File: src/rtl/scara_pkg.sv
// Shared types for the SCARA joint step generator.
//   angle_t      : signed joint angle / position in microsteps
//   steps_t      : unsigned remaining-step count
//   wide_t       : one bit wider than angle_t, holds any target-position difference
//   step_state_t : move sequencer states
package scara_pkg;

    localparam int unsigned ANGLE_W = 13;

    typedef logic signed [ANGLE_W-1:0] angle_t;
    typedef logic        [ANGLE_W-1:0] steps_t;
    typedef logic signed [ANGLE_W:0]   wide_t;

    typedef enum logic [2:0] {
        S_IDLE,
        S_LOAD,
        S_SETUP,
        S_STEP,
        S_DONE
    } step_state_t;

    // Magnitude of a widened difference; any in-range delta fits ANGLE_W unsigned bits.
    function automatic steps_t abs_delta(input wide_t d);
        wide_t m;
        m = d[ANGLE_W] ? -d : d;
        return steps_t'(m);
    endfunction

endpackage

File: src/rtl/joint_stepper.sv
// One stepper joint: remaining-step counter, absolute position, step/dir registers.
//   clk, reset  : clock, synchronous active-high reset
//   load        : capture direction and step count toward target
//   target      : destination angle, sampled on load
//   fire        : start of a step period; emits a step if steps remain
//   drop        : end of the step pulse
//   zero        : clear position (homing)
//   step, dir   : step pulse, direction (1 = decrementing)
//   pos         : absolute position in steps
//   rem_zero_c  : no steps remain in the current move
module joint_stepper
    import scara_pkg::*;
(
    input  logic   clk,
    input  logic   reset,
    input  logic   load,
    input  angle_t target,
    input  logic   fire,
    input  logic   drop,
    input  logic   zero,
    output logic   step,
    output logic   dir,
    output angle_t pos,
    output logic   rem_zero_c
);

    steps_t rem;
    wide_t  delta_c;

    // Difference computed one bit wide so extreme targets cannot overflow.
    assign delta_c    = wide_t'(target) - wide_t'(pos);
    assign rem_zero_c = (rem == '0);

    always_ff @(posedge clk) begin
        if (reset) begin
            step <= 1'b0;
            dir  <= 1'b0;
            pos  <= '0;
            rem  <= '0;
        end else begin
            if (load) begin
                dir <= delta_c[ANGLE_W];
                rem <= abs_delta(delta_c);
            end else if (fire && (rem != '0)) begin
                step <= 1'b1;
                rem  <= rem - steps_t'(1);
                pos  <= dir ? (pos - angle_t'(1)) : (pos + angle_t'(1));
            end else if (drop) begin
                step <= 1'b0;
            end
            if (zero) begin
                pos <= '0;
            end
        end
    end

endmodule

File: src/rtl/joint_step_generator.sv
// Two-joint step/dir generator driven by solved SCARA joint angles.
//   clk, reset         : clock, synchronous active-high reset
//   th1, th2           : target angles, latched on the rising edge of angles_ready
//   angles_ready       : solver data-ready level
//   home               : zero both positions (only while idle with nothing pending)
//   step1/2, dir1/2    : step pulses and directions (dir 1 = negative)
//   pos1/2             : absolute joint positions in steps
//   busy               : move in progress (target pickup until move_done)
//   move_done          : one-cycle pulse at move completion
module joint_step_generator
    import scara_pkg::*;
#(
    parameter int unsigned CLK_PER_STEP = 5000,
    parameter int unsigned PULSE_W      = 50,
    parameter int unsigned DIR_SETUP    = 10
) (
    input  logic   clk,
    input  logic   reset,
    input  angle_t th1,
    input  angle_t th2,
    input  logic   angles_ready,
    input  logic   home,
    output logic   step1,
    output logic   step2,
    output logic   dir1,
    output logic   dir2,
    output angle_t pos1,
    output angle_t pos2,
    output logic   busy,
    output logic   move_done
);

    localparam int unsigned CNT_MAX = (CLK_PER_STEP > DIR_SETUP) ? CLK_PER_STEP : DIR_SETUP;
    localparam int unsigned CNT_W   = (CNT_MAX > 1) ? $clog2(CNT_MAX) : 1;

    typedef logic [CNT_W-1:0] cnt_t;

    step_state_t state;
    cnt_t        cnt;
    logic        ready_q;
    angle_t      pend1;
    angle_t      pend2;
    logic        pend_valid;

    logic        rise_c;
    logic        load_c;
    logic        fire_c;
    logic        drop_c;
    logic        zero_c;
    logic        rem_zero1_c;
    logic        rem_zero2_c;
    logic        no_move_c;

    assign rise_c    = angles_ready & ~ready_q;
    assign load_c    = (state == S_LOAD);
    assign fire_c    = (state == S_STEP) && (cnt == '0);
    assign drop_c    = (state == S_STEP) && (cnt == cnt_t'(PULSE_W));
    assign zero_c    = (state == S_IDLE) && !pend_valid && home;
    // Steppers load at the end of LOAD, so a null move is detected from the raw compare.
    assign no_move_c = (pend1 == pos1) && (pend2 == pos2);

    // Sequencer, pending-target buffer and ready edge detector.
    always_ff @(posedge clk) begin
        if (reset) begin
            state      <= S_IDLE;
            cnt        <= '0;
            ready_q    <= 1'b0;
            pend1      <= '0;
            pend2      <= '0;
            pend_valid <= 1'b0;
            busy       <= 1'b0;
            move_done  <= 1'b0;
        end else begin
            ready_q   <= angles_ready;
            move_done <= 1'b0;

            // Newest target wins; an edge during LOAD keeps the buffer valid.
            if (rise_c) begin
                pend1      <= th1;
                pend2      <= th2;
                pend_valid <= 1'b1;
            end else if (state == S_LOAD) begin
                pend_valid <= 1'b0;
            end

            case (state)
                S_IDLE: begin
                    if (pend_valid) begin
                        state <= S_LOAD;
                        busy  <= 1'b1;
                    end
                end
                S_LOAD: begin
                    cnt <= '0;
                    if (no_move_c) begin
                        state     <= S_DONE;
                        busy      <= 1'b0;
                        move_done <= 1'b1;
                    end else begin
                        state <= S_SETUP;
                    end
                end
                S_SETUP: begin
                    if (cnt == cnt_t'(DIR_SETUP - 1)) begin
                        state <= S_STEP;
                        cnt   <= '0;
                    end else begin
                        cnt <= cnt + cnt_t'(1);
                    end
                end
                S_STEP: begin
                    if (cnt == cnt_t'(CLK_PER_STEP - 1)) begin
                        cnt <= '0;
                        if (rem_zero1_c && rem_zero2_c) begin
                            state     <= S_DONE;
                            busy      <= 1'b0;
                            move_done <= 1'b1;
                        end
                    end else begin
                        cnt <= cnt + cnt_t'(1);
                    end
                end
                S_DONE: begin
                    state <= S_IDLE;
                end
                default: begin
                    state <= S_IDLE;
                end
            endcase
        end
    end

    joint_stepper u_joint1 (
        .clk        (clk),
        .reset      (reset),
        .load       (load_c),
        .target     (pend1),
        .fire       (fire_c),
        .drop       (drop_c),
        .zero       (zero_c),
        .step       (step1),
        .dir        (dir1),
        .pos        (pos1),
        .rem_zero_c (rem_zero1_c)
    );

    joint_stepper u_joint2 (
        .clk        (clk),
        .reset      (reset),
        .load       (load_c),
        .target     (pend2),
        .fire       (fire_c),
        .drop       (drop_c),
        .zero       (zero_c),
        .step       (step2),
        .dir        (dir2),
        .pos        (pos2),
        .rem_zero_c (rem_zero2_c)
    );

endmodule

File: config.mk
export PLATFORM = sky130hd
export DESIGN_NAME = joint_step_generator
export DESIGN_NICKNAME = d
export VERILOG_FILES = /design/src/rtl/scara_pkg.sv /design/src/rtl/joint_stepper.sv /design/src/rtl/joint_step_generator.sv
export SDC_FILE = /design/constraint.sdc
export NUM_CORES = 1
export LEC_CHECK = 0
export ABC_CLOCK_PERIOD_IN_PS = 4210
export CAP_MARGIN = 20
export CORE_UTILIZATION = 50
export DETAILED_ROUTE_END_ITERATION = 16
export GPL_TIMING_DRIVEN = 0
export PLACE_DENSITY = 0.8
export SETUP_SLACK_MARGIN = 0.3
export SLEW_MARGIN = 15
export SYNTH_ARGS = -nofsm -noshare
export SYNTH_HDL_FRONTEND = slang
export SYNTH_SLANG_ARGS = --single-unit
export TNS_END_PERCENT = 100
File: constraint.sdc
create_clock -name clk -period 4.21 [get_ports clk]
set_clock_uncertainty 0.2 [all_clocks]
set_input_delay 0.6315 -clock clk [delete_from_list [all_inputs] [get_ports clk]]
set_output_delay 0.6315 -clock clk [all_outputs]
set_load 0.01 [all_outputs]
==> results of run 1 <==
==> per-layer routing <==
| layer | GRT usage (%) | share of wire (%) |
|---|---|---|
| met1 | 36.7 | 48 |
| met2 | 38.2 | 43 |
| met3 | 4.51 | 6.5 |
| met4 | 9.71 | 2.4 |
| met5 | 0 | 0 |
==> area by class of cell <==
type | count | share of cell area, %
multi-input combinational | 781 | 58.6
timing repair buffer | 60 | 6.96
inverter | 54 | 2.35
tap | 184 | 2.67
clock buffer | 9 | 2.61
buffer | 47 | 2.23
clock inverter | 7 | 0.927
sequential | 102 | 23.6
==> cell usage in the layout (no fill, tap or decap), types with 6 or more instances in the layout <==
cell and count:
a21oi_1 105, a211oi_1 24, o211ai_1 7, clkdlybuf4s50_1 60, a21o_1 12, xor2_1 30, or3_1 14, nor2b_1 12
and3_1 14, nor3b_1 8, nand2b_1 10, nor2_1 104, nand3_1 20, nand4_1 8, clkbuf_16 9, dfxtp_1 102
inv_1 53, a31oi_1 12, and2_1 6, a311oi_1 6, nor3_1 29, ha_1 56, o21ai_0 30, buf_2 10
clkbuf_1 32, xnor2_1 40, o21a_1 11, nor4_1 10, nand2_1 116
==> flip-flops by register name, summed over array words and instances, names as in the netlist <==
name           flops
pend_valid         1
pend2             13
move_done          1
u_joint2.step      1
u_joint2.pos      13
u_joint2.dir       1
pend1             13
u_joint1.rem      13
u_joint1.dir       1
cnt               13
u_joint1.step      1
u_joint1.pos      13
busy               1
state              3
u_joint2.rem      13
ready_q            1
==> critical path, delay by kind of cell (launching register included) <==
kind / cells / cell delay, ns
and+or+nand+nor: 4 / 1.03
xor gates and xnor gates: 1 / 0.15
buffers and inverters: 1 / 0.06
adders and majority gates: 2 / 0.64
AOI/OAI and AO/OA: 3 / 0.93
DFF: 1 / 0.51
==> cell families after synthesis <==
kind of cell | after synthesis | synth area share [%]
and+or+nand+nor | 382 | 25.2
xor gates and xnor gates | 70 | 8.18
AOI/OAI and AO/OA | 265 | 23.2
muxes | 4 | 0.534
buffers and inverters | 101 | 5.27
adders and majority gates | 60 | 10.4
DFF | 102 | 27.2
==> report_power, final <==
group          internal (mW)  leakage, nW  switching (mW)  total (mW)
Sequential              1.03        0.830          0.0783        1.11
Combinational          0.432         2.39           0.633        1.07
Clock                  0.469        0.143           0.406       0.875
Total                   1.94         3.36            1.12        3.05
==> worst max path at each step <==
stage	startpoint	to	slack (ns)	cells past startpoint
final	u_joint2.pos[0]$_SDFFE_PP0P_	u_joint2.rem[12]$_SDFFE_PP0P_	0.61	11
after global routing	u_joint1.pos[0]$_SDFFE_PP0P_	u_joint1.rem[11]$_SDFFE_PP0P_	0.44	11
after CTS	u_joint2.pos[0]$_SDFFE_PP0P_	u_joint2.rem[12]$_SDFFE_PP0P_	0.67	11
after detailed placement	u_joint2.pos[0]$_SDFFE_PP0P_	u_joint2.rem[12]$_SDFFE_PP0P_	0.71	11
after global placement	u_joint1.pos[0]$_SDFFE_PP0P_	u_joint1.rem[11]$_SDFFE_PP0P_	0.82	11
after floorplan	u_joint1.pos[0]$_SDFFE_PP0P_	u_joint1.rem[11]$_SDFFE_PP0P_	1.13	11
==> summary.txt, run 1 <==
antenna viol nets, final = 0
initial antenna violation count = 0
number of instances in the placed design = 1,228
TritonCTS Buffers = 9
share of cells above drive strength 1 = 5.00%
Worst IR Drop VDD = 217 uV
cts hold-fix bufs = 0
top_reg_cell synth = dfxtp_1
global route total overflow = 0
top post-synthesis cells by area = dfxtp_1 27%, ha_1 9.3%, a21oi_1 7.0%
area fraction of the dominant cell type after synthesis = 27.2%
PwrDens = 354 mW/mm^2
first-pass GRT wire length = 32,300 um
Die H = 124 um
RSZ-0062 raised after global routing = no
chip width = 124 um
CP max-delay cell = nor4_2
Initial Utilization = 51.4%
floorplan core area = 0.0146 mm^2
synthesized instance count = 984
CP dominant cell by count = nand3_1
vias post-DR = 7,254
hold endpoint = u_joint1.step$_SDFFE_PP0P_
WP data arrival = 3.67 ns
Max clock buf depth = 2
Root Driver = clkbuf_16
Final Hold Vio Count = 0
Crit Path Class = flip-flop to flip-flop
gpl congestion = 0.918
H-tree levels = 3
clock transition at the registers of the reported paths = 0.07 ns
Total Power = 3.05 mW
register-to-register setup slack = 0.61 ns
Final setup viols = 0
Final Util = 59.2%
Reg area = 0.00204 mm^2
fillers = 1,334
Multi-input gate area = 0.00506 mm^2
Yosys warnings = 0
Setup WS post-layout = 0.615 ns
R2R cell count = 11
Final TNS setup = 0 ns
Layout area overhead = 15.2%
# rows = 44
Pins Over Slew Limit = 0
CTS tree = done
Setup Fix Bufs, Post-CTS = 0
Final HPWL DP = 14,900 um
Lkg Pwr = 3.36 nW
final instance area = 0.00863 mm^2
reg-to-reg startpoint = u_joint2.pos[0]$_SDFFE_PP0P_
Synth Area per Inst = 7.62 um^2
most frequent cells after synthesis = 116 x nand2_1, 105 x a21oi_1, 104 x nor2_1
area leader, netlist = dfxtp_1
CP Max Fanout = 5
worst hold-check path type = flip-flop to flip-flop
gr usage total = 25.7%
startpoint types = flip-flop
Placed Area = 0.00833 mm^2
count of cell types in the netlist = 74
maxcap violations = 0
Max Freq = 0.278 GHz
status = finished clean
FF+latch count, synth = 102
die area = 0.0155 mm^2
clock latency on the worst-skew pair = 0.36 ns
fin cells = 1,244
CP cell instances = ha_1, inv_1, fa_1, a211oi_2, or4_1, nand3_1, nor4_2, nand3_1, o41ai_2, xnor2_1, a211oi_1
Routed Wire Length = 19,600 um
clock period minus worst slack = 3.60 ns
largest net degree at the start of global routing = 19
Slew @ Worst Pin = 0.773 ns
vias in the first global route = 6,537
I/O Buffers = 60
drt pass-1 iters = 5
Remaining DRCs = 0
Antenna diodes = 0
worst hold margin = 0.257 ns
Net Count, Synth = 1,074
worst r2r dst = u_joint2.rem[12]$_SDFFE_PP0P_
DR iter-0 viols = 563
I/O pin count = 62
number of synthesized flops with an enable pin = 0
async set-reset flop share out of synthesis = 0%
Worst setup EP type = flip-flop
fin crit share = 85.4%
HP Start = u_joint1.step$_SDFFE_PP0P_
Largest stage delay, worst path = 0.54 ns
worst endpoint required time = 4.28 ns
hold path depth = 2
CTS-repair resized insts = 0
top-count cell post-synth = nand2_1
# clock sinks = 102
routed len/inst = 15.8 um
nets@finish = 1,145
Syn Std Cell Area = 0.00750 mm^2
register area share after synthesis = 27.2%
drt via density = 5.83
pre-CTS setup slack = 0.713 ns
Rel. slew slack = 48.5%
Note: power is estimated with default switching activity, not from simulation.
==> run 2: changes to the inputs <==
--- a/config.mk
+++ b/config.mk
@@ -5,13 +5,11 @@
 export SDC_FILE = /design/constraint.sdc
 export NUM_CORES = 1
 export LEC_CHECK = 0
-export ABC_CLOCK_PERIOD_IN_PS = 4210
+export ABC_CLOCK_PERIOD_IN_PS = 3900
 export CAP_MARGIN = 20
 export CORE_UTILIZATION = 50
 export DETAILED_ROUTE_END_ITERATION = 16
-export GPL_TIMING_DRIVEN = 0
 export PLACE_DENSITY = 0.8
-export SETUP_SLACK_MARGIN = 0.3
 export SLEW_MARGIN = 15
 export SYNTH_ARGS = -nofsm -noshare
 export SYNTH_HDL_FRONTEND = slang
==> constraint.sdc (replaced) <==
create_clock -name clk -period 3.9 [get_ports clk]
set_clock_uncertainty 0.2 [all_clocks]
set_input_delay 0.585 -clock clk [delete_from_list [all_inputs] [get_ports clk]]
set_output_delay 0.585 -clock clk [all_outputs]
set_load 0.01 [all_outputs]
==> summary.txt, run 2 (synthesis gave the netlist of run 1 again) <==
status = finished clean
Max Freq = 0.301 GHz (+8.2%)
clock transition at the registers of the reported paths = 0.07 ns (about the same)
register-to-register setup slack = 0.58 ns (-0.04 ns)
R2R cell count = 11 (unchanged)
fillers = 1,349 (+1.1%)
# clock sinks = 102 (unchanged)
PwrDens = 379 mW/mm^2 (+7.1%)
HP Start = u_joint1.step$_SDFFE_PP0P_
Remaining DRCs = 0 (unchanged)
Final setup viols = 0 (unchanged)
Reg area = 0.00204 mm^2 (unchanged)
Final TNS setup = 0 ns (unchanged)
worst r2r dst = u_joint2.rem[12]$_SDFFE_PP0P_
drt via density = 5.84 (+0.16%)
Setup Fix Bufs, Post-CTS = 0 (unchanged)
gpl congestion = 0.904 (-1.4%)
Antenna diodes = 0 (unchanged)
CP max-delay cell = nor4_2
number of instances in the placed design = 1,188 (-3.3%)
Die H = 124 um (unchanged)
initial antenna violation count = 0 (unchanged)
Root Driver = clkbuf_16
I/O pin count = 62 (unchanged)
startpoint types = flip-flop
CTS tree = done
nets@finish = 1,105 (-3.5%)
CP Max Fanout = 5 (unchanged)
Max clock buf depth = 2 (unchanged)
fin crit share = 85.2% (-0.18 points)
Rel. slew slack = 28.7% (-20 points)
Crit Path Class = flip-flop to flip-flop
most common cell after layout, fill and taps aside = nand2_1
WP data arrival = 3.39 ns (-0.28 ns)
Largest stage delay, worst path = 0.48 ns (-0.06 ns)
vias post-DR = 7,020 (-3.2%)
maxcap violations = 0 (unchanged)
floorplan core area = 0.0146 mm^2 (unchanged)
drt pass-1 iters = 6 (+1)
clock latency on the worst-skew pair = 0.35 ns (about the same)
hold endpoint = u_joint1.step$_SDFFE_PP0P_
# rows = 44 (unchanged)
vias in the first global route = 6,300 (-3.6%)
CTS-repair resized insts = 0 (unchanged)
Lkg Pwr = 3.30 nW (-1.8%)
Pins Over Slew Limit = 0 (unchanged)
Worst setup EP type = flip-flop
largest net degree at the start of global routing = 77 (+58)
Multi-input gate area = 0.00508 mm^2 (+0.32%)
I/O Buffers = 61 (+1.7%)
clock period minus worst slack = 3.32 ns (-0.272 ns)
Final Hold Vio Count = 0 (unchanged)
first-pass GRT wire length = 30,600 um (-5.3%)
Layout area overhead = 13.1%
most frequent cells in the layout = 116 x nand2_1, 105 x a21oi_1, 104 x nor2_1
Routed Wire Length = 18,100 um (-7.4%)
global route total overflow = 0 (unchanged)
Final HPWL DP = 13,500 um (-9.8%)
Initial Utilization = 51.4% (unchanged)
RSZ-0062 raised after global routing = no
Slew @ Worst Pin = 1.07 ns (+0.296 ns)
worst endpoint required time = 3.96 ns (-0.32 ns)
hold path depth = 2 (unchanged)
fin cells = 1,202 (-3.4%)
reg-to-reg startpoint = u_joint2.pos[0]$_SDFFE_PP0P_
antenna viol nets, final = 0 (unchanged)
gr usage total = 23.9% (-1.7 points)
TritonCTS Buffers = 9 (unchanged)
Final Util = 58.1% (-1.0 points)
worst hold margin = 0.255 ns (-0.00269 ns)
die area = 0.0155 mm^2 (unchanged)
routed len/inst = 15.1 um (-4.2%)
H-tree levels = 3 (unchanged)
chip width = 124 um (unchanged)
DR iter-0 viols = 605 (+7.5%)
Worst IR Drop VDD = 204 uV (-5.9%)
worst hold-check path type = flip-flop to flip-flop
cts hold-fix bufs = 0 (unchanged)
share of cells above drive strength 1 = 4.72% (-0.28 points)
CP cell instances = ha_1, inv_1, fa_1, a211oi_2, nor2_1, xnor2_1, nor4_2, nand3_1, o41ai_2, xnor2_1, a211oi_1
CP dominant cell by count = xnor2_1
-- run 2: cell types whose count changed in the layout (fill, tap and decap cells not counted), sizes merged --
cell,change
buf,-8
clkbuf,-31
inv,-3
-- run 2: power breakdown --
part | total [mW] | internal, mW | switching [mW]
combinational | 1.12 | 0.459 | 0.662
clock | 0.886 | 0.490 | 0.396
sequential | 1.21 | 1.12 | 0.0892
-- run 2: through the flow --
stage	total power, mW	cell area, um^2	setup WS, ns
3_5_place_dp	2.33	8200	0.632
4_1_cts	3.22	8480	0.594
3_3_place_gp	2.31	8200	0.726
2_1_floorplan	2.07	7500	0.821
5_1_grt	3.41	8480	0.244
6_report	3.21	8480	0.576
-- run 2: worst max path at each step --
stage,cells past startpoint,slack (ns),end,from
final,11,0.58,u_joint2.rem[12]$_SDFFE_PP0P_,u_joint2.pos[0]$_SDFFE_PP0P_
after global routing,11,0.24,u_joint2.rem[10]$_SDFFE_PP0P_,u_joint2.pos[0]$_SDFFE_PP0P_
after CTS,11,0.59,u_joint2.rem[12]$_SDFFE_PP0P_,u_joint2.pos[0]$_SDFFE_PP0P_
after detailed placement,11,0.63,u_joint2.rem[12]$_SDFFE_PP0P_,u_joint2.pos[0]$_SDFFE_PP0P_
after global placement,11,0.73,u_joint1.rem[11]$_SDFFE_PP0P_,u_joint1.pos[0]$_SDFFE_PP0P_
after floorplan,11,0.82,u_joint1.rem[11]$_SDFFE_PP0P_,u_joint1.pos[0]$_SDFFE_PP0P_
-- run 2: final cells by class --
type,count,share of cell area (%)
well taps,184,2.71
repair buffers,67,7.67
flip-flops and latches,102,24.1
inverters,54,2.39
clock buffers,10,2.70
multi-input cells,781,59.9
clock inverters,4,0.590
-- run 2: per-layer routing --
layer,share of wire [%],GRT usage [%]
met5,0,0
met4,1.8,8.22
met3,5.8,3.69
met2,42,34.6
met1,51,35.7
-- run 2: worst max-delay path: cells and delay by family (launching register included) --
kind	cells	cell delay (ns)
AOI/OAI and AO/OA	3	0.87
xor gates and xnor gates	2	0.32
adders and majority gates	2	0.63
buffers and inverters	1	0.05
DFF	1	0.45
and+or+nand+nor	3	0.73
